[config.mk]
export PLATFORM = sky130hd
export DESIGN_NAME = snake_engine_flat
export DESIGN_NICKNAME = d
export VERILOG_FILES = /design/src/rtl/snake_if.sv /design/src/rtl/snake_engine.sv /design/src/flat_wrapper.sv
export SDC_FILE = /design/constraint.sdc
export NUM_CORES = 1
export LEC_CHECK = 0
export ABC_CLOCK_PERIOD_IN_PS = 10040
export BUFFER_PORTS_ARGS = -buffer_cell sky130_fd_sc_hd__buf_2
export CAP_MARGIN = 20
export CORE_ASPECT_RATIO = 0.7
export CORE_MARGIN = 3
export CORE_UTILIZATION = 56
export DETAILED_ROUTE_END_ITERATION = 8
export HOLD_SLACK_MARGIN = 0.02
export PLACE_DENSITY = 0.89
export SETUP_SLACK_MARGIN = 0.05
export SLEW_MARGIN = 20
export SYNTH_ARGS = -nofsm -noshare
export SYNTH_HDL_FRONTEND = slang
export SYNTH_SLANG_ARGS = --single-unit
[constraint.sdc]
create_clock -name clk -period 10.04 [get_ports clk]
set_input_delay 2.51 -clock clk [delete_from_list [all_inputs] [get_ports clk]]
set_output_delay 2.51 -clock clk [all_outputs]
set_load 0.1 [all_outputs]
[src/rtl/snake_if.sv]
// Bundle of the control, food and display signals that pass between the
// game-flow logic and the snake engine.
interface snake_if #(
  parameter int X_W     = 4,
  parameter int Y_W     = 4,
  parameter int MAX_LEN = 16
);
  logic                   step;
  logic                   gaming;
  logic                   score_zero;
  logic [2:0]             direction;
  logic [X_W-1:0]         food_x;
  logic [Y_W-1:0]         food_y;
  logic                   food_valid;

  logic [X_W-1:0]         head_x;
  logic [Y_W-1:0]         head_y;
  logic [MAX_LEN*X_W-1:0] body_x;
  logic [MAX_LEN*Y_W-1:0] body_y;
  logic [4:0]             length;
  logic [7:0]             score;
  logic                   gameover;
  logic                   food_eaten;
  logic                   alive;

  modport master (
    output step, gaming, score_zero, direction, food_x, food_y, food_valid,
    input  head_x, head_y, body_x, body_y, length, score, gameover,
           food_eaten, alive
  );

  modport slave (
    input  step, gaming, score_zero, direction, food_x, food_y, food_valid,
    output head_x, head_y, body_x, body_y, length, score, gameover,
           food_eaten, alive
  );
endinterface

[src/rtl/snake_engine.sv]
// Snake movement engine: shifts body segments one cell per move tick,
// detects wall/self collisions and tracks food, length and score.
module snake_engine #(
  parameter int GRID_W   = 16,
  parameter int GRID_H   = 12,
  parameter int X_W      = 4,
  parameter int Y_W      = 4,
  parameter int MAX_LEN  = 16,
  parameter int INIT_LEN = 3
) (
  input logic    clk,
  input logic    rst,
  snake_if.slave bus
);

  localparam logic [1:0] ST_IDLE = 2'd0;
  localparam logic [1:0] ST_RUN  = 2'd1;
  localparam logic [1:0] ST_DEAD = 2'd2;

  localparam logic [2:0] DIR_UP   = 3'd0;
  localparam logic [2:0] DIR_DOWN = 3'd1;
  localparam logic [2:0] DIR_LEFT = 3'd2;

  localparam logic [4:0]     LEN_INIT = 5'(INIT_LEN);
  localparam logic [4:0]     LEN_MAX  = 5'(MAX_LEN);
  localparam logic [X_W-1:0] X_LAST   = X_W'(GRID_W - 1);
  localparam logic [Y_W-1:0] Y_LAST   = Y_W'(GRID_H - 1);

  logic [1:0]     state_reg;
  logic           alive_reg;
  logic [4:0]     length_reg;
  logic [7:0]     score_reg;
  logic           gameover_reg;
  logic           food_eaten_reg;

  logic           init;
  logic [X_W-1:0] head_x_reg;
  logic [Y_W-1:0] head_y_reg;
  logic [X_W-1:0] head_x_next;
  logic [Y_W-1:0] head_y_next;
  logic           wall;
  logic           eat;
  logic [4:0]     self_limit;
  logic [MAX_LEN-1:0] hit;
  logic           crash;
  logic           move_req;
  logic           move_commit;

  assign init = !rst || bus.score_zero;

  // Candidate head; out-of-range wraps here are harmless because wall wins.
  always_comb begin
    head_x_next = head_x_reg;
    head_y_next = head_y_reg;
    wall        = 1'b0;
    case (bus.direction)
      DIR_UP: begin
        head_y_next = head_y_reg - Y_W'(1);
        wall        = (head_y_reg == '0);
      end
      DIR_DOWN: begin
        head_y_next = head_y_reg + Y_W'(1);
        wall        = (head_y_reg == Y_LAST);
      end
      DIR_LEFT: begin
        head_x_next = head_x_reg - X_W'(1);
        wall        = (head_x_reg == '0);
      end
      default: begin
        head_x_next = head_x_reg + X_W'(1);
        wall        = (head_x_reg == X_LAST);
      end
    endcase
  end

  assign eat = bus.food_valid && (head_x_next == bus.food_x) &&
               (head_y_next == bus.food_y);

  // The tail cell is vacated by the move unless the snake grows this step.
  assign self_limit = (eat && (length_reg < LEN_MAX)) ? length_reg - 5'd1
                                                      : length_reg - 5'd2;

  assign move_req    = (state_reg == ST_RUN) && bus.step && bus.gaming;
  assign crash       = wall || (|hit);
  assign move_commit = move_req && !crash;

  genvar gi;
  generate
    for (gi = 0; gi < MAX_LEN; gi++) begin : slot
      localparam logic [X_W-1:0] INIT_X =
        (gi < INIT_LEN) ? X_W'(GRID_W / 2 - gi) : X_W'(0);
      localparam logic [Y_W-1:0] INIT_Y =
        (gi < INIT_LEN) ? Y_W'(GRID_H / 2) : Y_W'(0);

      logic [X_W-1:0] x_reg;
      logic [Y_W-1:0] y_reg;
      logic [X_W-1:0] x_shift;
      logic [Y_W-1:0] y_shift;

      if (gi == 0) begin : g_head
        assign x_shift = head_x_next;
        assign y_shift = head_y_next;
        assign hit[gi] = 1'b0;
      end else begin : g_body
        assign x_shift = slot[gi-1].x_reg;
        assign y_shift = slot[gi-1].y_reg;
        assign hit[gi] = (x_reg == head_x_next) && (y_reg == head_y_next) &&
                         (5'(gi) <= self_limit);
      end

      always_ff @(posedge clk) begin
        if (init) begin
          x_reg <= INIT_X;
          y_reg <= INIT_Y;
        end else if (move_commit) begin
          x_reg <= x_shift;
          y_reg <= y_shift;
        end
      end

      assign bus.body_x[gi*X_W +: X_W] = x_reg;
      assign bus.body_y[gi*Y_W +: Y_W] = y_reg;
    end
  endgenerate

  assign head_x_reg = slot[0].x_reg;
  assign head_y_reg = slot[0].y_reg;

  always_ff @(posedge clk) begin
    if (init) begin
      state_reg      <= ST_IDLE;
      alive_reg      <= 1'b0;
      length_reg     <= LEN_INIT;
      score_reg      <= 8'd0;
      gameover_reg   <= 1'b0;
      food_eaten_reg <= 1'b0;
    end else begin
      gameover_reg   <= 1'b0;
      food_eaten_reg <= 1'b0;
      case (state_reg)
        ST_IDLE: begin
          if (bus.gaming) begin
            state_reg <= ST_RUN;
            alive_reg <= 1'b1;
          end
        end
        ST_RUN: begin
          if (move_req) begin
            if (crash) begin
              gameover_reg <= 1'b1;
              state_reg    <= ST_DEAD;
              alive_reg    <= 1'b0;
            end else if (eat) begin
              food_eaten_reg <= 1'b1;
              if (score_reg != 8'hFF) score_reg <= score_reg + 8'd1;
              if (length_reg < LEN_MAX) length_reg <= length_reg + 5'd1;
            end
          end
        end
        default: begin
          // Frozen for display until re-initialised.
          state_reg <= ST_DEAD;
          alive_reg <= 1'b0;
        end
      endcase
    end
  end

  assign bus.head_x     = head_x_reg;
  assign bus.head_y     = head_y_reg;
  assign bus.length     = length_reg;
  assign bus.score      = score_reg;
  assign bus.gameover   = gameover_reg;
  assign bus.food_eaten = food_eaten_reg;
  assign bus.alive      = alive_reg;

endmodule

[src/flat_wrapper.sv]
// flat-port wrapper written by rule: the top's interface ports become plain ports
module snake_engine_flat 
#(
  parameter int GRID_W   = 16,
  parameter int GRID_H   = 12,
  parameter int X_W      = 4,
  parameter int Y_W      = 4,
  parameter int MAX_LEN  = 16,
  parameter int INIT_LEN = 3
)
  (clk, rst, bus_step, bus_gaming, bus_score_zero, bus_direction, bus_food_x, bus_food_y, bus_food_valid, bus_head_x, bus_head_y, bus_body_x, bus_body_y, bus_length, bus_score, bus_gameover, bus_food_eaten, bus_alive);
  snake_if #(.X_W(X_W), .Y_W(Y_W), .MAX_LEN(MAX_LEN)) bus_i ();
  input logic clk;
  input logic rst;
  input wire logic [$bits(bus_i.step)-1:0] bus_step;
  input wire logic [$bits(bus_i.gaming)-1:0] bus_gaming;
  input wire logic [$bits(bus_i.score_zero)-1:0] bus_score_zero;
  input wire logic [$bits(bus_i.direction)-1:0] bus_direction;
  input wire logic [$bits(bus_i.food_x)-1:0] bus_food_x;
  input wire logic [$bits(bus_i.food_y)-1:0] bus_food_y;
  input wire logic [$bits(bus_i.food_valid)-1:0] bus_food_valid;
  output wire logic [$bits(bus_i.head_x)-1:0] bus_head_x;
  output wire logic [$bits(bus_i.head_y)-1:0] bus_head_y;
  output wire logic [$bits(bus_i.body_x)-1:0] bus_body_x;
  output wire logic [$bits(bus_i.body_y)-1:0] bus_body_y;
  output wire logic [$bits(bus_i.length)-1:0] bus_length;
  output wire logic [$bits(bus_i.score)-1:0] bus_score;
  output wire logic [$bits(bus_i.gameover)-1:0] bus_gameover;
  output wire logic [$bits(bus_i.food_eaten)-1:0] bus_food_eaten;
  output wire logic [$bits(bus_i.alive)-1:0] bus_alive;
  assign bus_i.step = bus_step;
  assign bus_i.gaming = bus_gaming;
  assign bus_i.score_zero = bus_score_zero;
  assign bus_i.direction = bus_direction;
  assign bus_i.food_x = bus_food_x;
  assign bus_i.food_y = bus_food_y;
  assign bus_i.food_valid = bus_food_valid;
  assign bus_head_x = bus_i.head_x;
  assign bus_head_y = bus_i.head_y;
  assign bus_body_x = bus_i.body_x;
  assign bus_body_y = bus_i.body_y;
  assign bus_length = bus_i.length;
  assign bus_score = bus_i.score;
  assign bus_gameover = bus_i.gameover;
  assign bus_food_eaten = bus_i.food_eaten;
  assign bus_alive = bus_i.alive;
  snake_engine #(.GRID_W(GRID_W), .GRID_H(GRID_H), .X_W(X_W), .Y_W(Y_W), .MAX_LEN(MAX_LEN), .INIT_LEN(INIT_LEN)) u_core (.clk(clk), .rst(rst), .bus(bus_i));
endmodule
==> results.toml, run 1 <==
[sta]
slew_violations = 0
finalCriticalPeriod_ns = 8.39
max_freq_mhz = 119
slew_headroom = 0.298
setup_tns_ns = 0
skew_ns = 0.00799
fin_ws_ns = 1.65
tightestPinTransition_ns = 1.05
rsz0062_at_grt = "no"
hold_viol = 0
finalSetupViolCount = 0
period_share = 0.836

[setup_path]
arrival_ns = 8.68
startpoint_type = "primary input"
crit_chain = "buf_2 -> nor3b_2 -> ha_1 -> xor2_1 -> mux2i_4 -> xnor2_1 -> nor4_1 -> and4_1 -> a211oi_1 -> a311oi_1 -> nand4_1 -> or4_4 -> buf_4 -> o21ai_1 -> nand3_1"
slowest_stage = "or4_4"
max_stage_delay_ns = 0.77
critPathKind = "in2reg"
path_delay_family = "simple AND/OR/NAND/NOR gates"
path_buf_inv = 2
cp_data_required_time_ns = 10.33
crit_fanout = 80
cp-end-kind = "register"

[yosys]
synth_common_cells = "258 x nand2_1, 145 x dfxtp_1, 137 x a21oi_1"
yosys_warnings = 0
synthCells = 1070
synth_top_area_cell = "dfxtp_1"
ys_types = 64
async_reset_ff_frac = 0
synth_top_cell_area_share = 0.351
syn_nets = 1099
ys_seq_elements = 145
yosysSeqAreaShare = 0.351
syn-cell-area_sq_mm = 0.00827
post-synth-top-count-cell = "nand2_1"
synthFlopType = "dfxtp_1"
yosys-top-cells-area = "dfxtp_1 35%, nand2_1 12%, a21oi_1 8.3%"
synth_edf_count = 0
syn_area_per_cell_sq_um = 7.73

[placed_design]
globalplace.congestion = 0.972
io_buffers = 168
place_ws_ns = 1.47
dpl.hpwl_um = 17700
dp_cells = 1354

[finish]
syn_to_final_growth_pct = 16.5
finalNonFillerCells = 1386
num_antenna_cells = 0
num-nets-final = 1212
drive_above_1_share = 0.190
utilization = 0.679

[die]
coreArea_sq_mm = 0.0142
dieWidth_um = 151
ios = 169
die_area_sq_mm = 0.0163
die_h_um = 108
fp-row-count = 36
start_util = 0.583

[detailed_routing]
dr.pass1.iters = 5
drtIter0Drc = 815
drc = 0
vias = 8332
routed_wl_um = 25700
vias_per_cell = 6.01
antenna_left = 0
wire_per_inst_um = 18.6

[global_routing]
grt.overflow.total = 0
first_global_vias = 7372
antenna_found_initial = 0
grt_max_degree = 104
track_usage = 0.309
grt_pass1_wl_um = 39700

[clocking]
clk_pin_slew_worst_paths_ns = 0.06
hold_buffers = 0
cts_setup_buffers = 0
cts_root_buf = "clkbuf_16"
cts_tree = "done"
ctsResizeCount = 0
numCtsBuffers = 17
cts.sinks = 145
h-tree-depth = 4
insertion_delay_ns = 0.42
clockBufferDepth = 2

[outcome]
run_status = "finished clean"

[power_and_ir_drop]
powerDensity_mw_per_mm2 = 133
finalPower_mw = 1.28
ir_drop_v = 0.000108
leakage_nw = 3.76

[run]
max_cap_viol_count = 0

[min_path]
hold_class = "reg2reg"
[cells in the final DEF (no fill, tap or decap), drive strengths merged, types with 6 or more instances in the layout]
| cell | instances |
|---|---|
| a211oi | 7 |
| o21ai | 25 |
| a31oi | 11 |
| and3 | 6 |
| nand3 | 38 |
| and4 | 6 |
| nor4 | 15 |
| xor2 | 51 |
| nand4 | 18 |
| nor2 | 35 |
| xnor2 | 77 |
| buf | 180 |
| nor3 | 32 |
| mux2i | 8 |
| dfxtp | 145 |
| nand2 | 258 |
| clkbuf | 21 |
| xnor3 | 9 |
| or3 | 11 |
| ha | 10 |
| inv | 15 |
| nor2b | 6 |
| a21oi | 137 |
[power breakdown]
part	total [mW]	leakage (nW)	switching, mW	internal (mW)
logic	0.0778	2.32	0.0552	0.0225
clock network	0.622	0.272	0.265	0.357
registers	0.577	1.17	0.00131	0.576
[worst register-to-register path, cell delays in order, from the launching register on]
cell and delay, ns:
dfxtp_1 0.47, fa_1 0.48, xor2_1 0.18, mux2i_4 0.76
xnor2_1 0.20, nor4_1 0.70, and4_1 0.71, a211oi_1 0.18
a311oi_1 0.40, nand4_1 0.28, or4_4 0.77, buf_4 0.49
o21ai_1 0.24, nand3_1 0.10
[path summary, 6_finish.rpt]
| path | start | endpoint | slack [ns] | depth (start not counted) |
|---|---|---|---|---|
| worst min register to register | u_core.slot[15].y_reg[2] | u_core.slot[15].y_reg[2] | 0.49 | 2 |
| worst min-delay path | u_core.slot[15].y_reg[2] | u_core.slot[15].y_reg[2] | 0.49 | 2 |
| worst max register to register | u_core.bus.head_x[1] | u_core.bus.head_x[3] | 3.97 | 13 |
| worst max-delay path | bus_direction[1] | u_core.bus.head_x[3] | 1.65 | 15 |
[cell type report]
type,count,area [sq um]
multi-input combinational,827,4950
inverter,12,45.0
clock inverter,11,105
clock buffer,21,460
fill,1169,4550
sequential,145,2900
tap,190,238
timing repair buffer,180,931
[routing by layer]
metal | global-route usage | vias to the layer above | share of wire
met1 | 0.456 | 3918 | 0.44
li1 | - | 3899 | -
met4 | 0.100 | 0 | 0.017
met3 | 0.0610 | 42 | 0.11
met2 | 0.451 | 473 | 0.43
met5 | 0 | - | 0
[through the flow]
step	hold slack, ns	instance area, sq um
after floorplan	0.441	8270
after global placement	0.456	9070
after CTS	0.489	9630
final	0.493	9630
after global routing	0.512	9630
after detailed placement	0.481	9070
[kinds of logic (layout without fill, tap and decap cells)]
kind of cell	Yosys count	after routing	synth area share
buf+inv	98	224	0.0527
flops	145	145	0.351
mux	9	9	0.0130
simple gates	447	447	0.245
compound gates	222	222	0.157
xor+xnor	137	137	0.161
fa+ha+maj	12	12	0.0200
Note: power is estimated with default switching activity, not from simulation.
==> run 2: changes to the inputs <==
Settings changed: ABC_AREA set to 1, ABC_CLOCK_PERIOD_IN_PS 10040 to 8189.
Clock period 10.04 ns to 8.19 ns, I/O delays scaled along.
==> run 2 against run 1 <==
Sequential share of layout area up 0.56 points. Area after synthesis fell by 2.1%. Highest routed layer unchanged. Utilization shrank 0.39 points. Final cell count is 6.3% higher. Largest power group is now sequential cells.
==> results.toml, run 2 <==
[sta]
whs_ns = 0.501
skew_ns = 0.0116
rsz0062_at_grt = "no"
tightestPinTransition_ns = 1.05
finalCriticalPeriod_ns = 6.82
slew_headroom = 0.299
hold_viol = 0
slew_violations = 0
finalSetupViolCount = 0
setup_tns_ns = 0
period_share = 0.833
fin_ws_ns = 1.37
max_freq_mhz = 147

[detailed_routing]
routed_wl_um = 26500
wire_per_inst_um = 18.0
drtIter0Drc = 871
vias_per_cell = 5.77
drc = 0
dr.pass1.iters = 6
antenna_left = 0
vias = 8509

[yosys]
yosys-top-cells-area = "dfxtp_1 36%, nand2_1 10%, a21oi_1 8.0%"
synth_common_cells = "225 x nand2_1, 145 x dfxtp_1, 130 x inv_1"
syn_area_per_cell_sq_um = 7.11
synth_edf_count = 0
post-synth-top-count-cell = "nand2_1"
syn-cell-area_sq_mm = 0.00810
ys_types = 40
synthCells = 1139
synth_top_cell_area_share = 0.358
syn_nets = 1168
synthFlopType = "dfxtp_1"
async_reset_ff_frac = 0
ys_seq_elements = 145
yosys_warnings = 0
yosysSeqAreaShare = 0.358
synth_top_area_cell = "dfxtp_1"

[die]
ios = 169
die_h_um = 107
fp-row-count = 36
start_util = 0.578
dieWidth_um = 150
die_area_sq_mm = 0.0160
coreArea_sq_mm = 0.0140

[finish]
fillerInstances = 1155
regArea_sq_mm = 0.00290
syn_to_final_growth_pct = 16.8
num-nets-final = 1303
final_cell_mix = "225 x nand2_1, 168 x buf_2, 145 x dfxtp_1"
drive_above_1_share = 0.195
num_antenna_cells = 0
multi_input_area_sq_mm = 0.00434
layout_commonest_cell = "nand2_1"
fin_area_sq_mm = 0.00946

[min_path]
whs_path_depth = 2
hold_class = "reg2reg"

[global_routing]
grt.overflow.total = 0
grt_max_degree = 115
first_global_vias = 7700
antenna_found_initial = 0
grt_pass1_wl_um = 40900
track_usage = 0.326

[setup_path]
critPathKind = "in2reg"
cp_data_required_time_ns = 8.53
startpoint_type = "primary input"
crit_end = "u_core.slot[3].y_reg[2]"
r2r_setup_slack_ns = 2.80
critPathLaunch = "bus_direction[2]"
arrival_ns = 7.17
crit_fanout = 67
cp-end-kind = "register"
worstRegToRegCells = 23
r2r_start = "u_core.bus.head_y[0]"
reg2reg_to = "u_core.slot[3].y_reg[2]"

[placed_design]
io_buffers = 168
globalplace.congestion = 0.936
dpl.hpwl_um = 18800
place_ws_ns = 1.11
dpl_cell_area_sq_mm = 0.00895

[power_and_ir_drop]
leakage_nw = 4.27
ir_drop_v = 0.000116
powerDensity_mw_per_mm2 = 168
finalPower_mw = 1.59

[clocking]
hold_buffers = 0
numCtsBuffers = 17
cts_tree = "done"
cts_root_buf = "clkbuf_16"
h-tree-depth = 4
ctsResizeCount = 0
clockBufferDepth = 2
clk_pin_slew_worst_paths_ns = 0.06
cts.sinks = 145
cts_setup_buffers = 0
insertion_delay_ns = 0.42

[run]
max_cap_viol_count = 0

[outcome]
run_status = "finished clean"
## run 2: cell types whose count changed after synthesis, moves of 13 or more
| cell | delta |
|---|---|
| inv_1 | +118 |
| o21ai_0 | +67 |
| xnor2_1 | -59 |
| nand2_1 | -33 |
| nand4_1 | +31 |
| xor2_1 | +22 |
| clkbuf_1 | -19 |
| nor3_1 | -16 |
| nand2_2 | +15 |
| o21ai_1 | +15 |
| nor2_1 | +13 |
## run 2: power by group
group / switching [mW] / leakage, nW / internal, mW
combinational: 0.134 / 2.84 / 0.0412
sequential: 0.00665 / 1.17 / 0.711
clock: 0.310 / 0.256 / 0.390
## run 2: final cells by class
class	instances	area share
clock buffer	20	0.0472
tap	190	0.0251
sequential	145	0.307
timing repair buffer	178	0.0995
inverter	141	0.0560
multi-input combinational	791	0.459
clock inverter	9	0.00675
## run 2: cells by family after synthesis
| kind of cell | Yosys count | synth area share |
|---|---|---|
| AO/OA/AOI/OAI | 252 | 0.162 |
| XOR/XNOR | 90 | 0.0973 |
| adder cells (fa/ha/maj) | 12 | 0.0204 |
| buffers and inverters | 203 | 0.108 |
| flip-flops | 145 | 0.358 |
| AND/OR/NAND/NOR | 437 | 0.254 |
## run 2: metrics by stage
stage / std cells / util
3_3_place_gp: 1445 / 0.639
5_1_grt: 1474 / 0.675
2_1_floorplan: 1139 / -
3_5_place_dp: 1445 / 0.639
6_report: 1474 / 0.675
4_1_cts: 1474 / 0.675
## run 2: per-layer routing
layer	global-route usage	wire (um)	vias up
met5	0	0	-
met4	0.110	590	0
met3	0.0955	3710	46
met2	0.458	10900	545
met1	0.476	11200	3915
li1	-	-	4003
## run 2: worst max-delay path, stage by stage
cell and delay (ns):
buf_2 0.12, inv_1 0.08, nand2_1 0.24, nor2_1 0.27
inv_1 0.09, ha_1 0.33, nand3_1 0.12, nand3_1 0.10
nand2_1 0.07, nand3_1 0.08, nand2_1 0.09, nand2_2 0.44
nand2_1 0.10, nand2_1 0.34, nand3_4 0.16, nand2_1 0.14
nand2_4 0.11, nand2_1 0.14, nor2_1 0.09, nor3_1 0.31
nor2_1 0.10, nand2_1 0.12, nor2_4 0.07, nand2_4 0.47
buf_4 0.52, o21ai_0 0.17, a21oi_1 0.20
## run 2: how the worst min path moves through the flow
stage / endpoint / startpoint / slack (ns)
finish: u_core.slot[15].y_reg[0] / u_core.slot[15].y_reg[0] / 0.50
global route: u_core.slot[15].x_reg[2] / u_core.slot[15].x_reg[2] / 0.51
CTS: u_core.slot[15].y_reg[0] / u_core.slot[15].y_reg[0] / 0.50
detailed placement: u_core.slot[15].y_reg[0] / u_core.slot[15].y_reg[0] / 0.49
global placement: u_core.bus.score[7] / u_core.bus.score[7] / 0.47
floorplan: u_core.state_reg[1] / u_core.state_reg[1] / 0.47
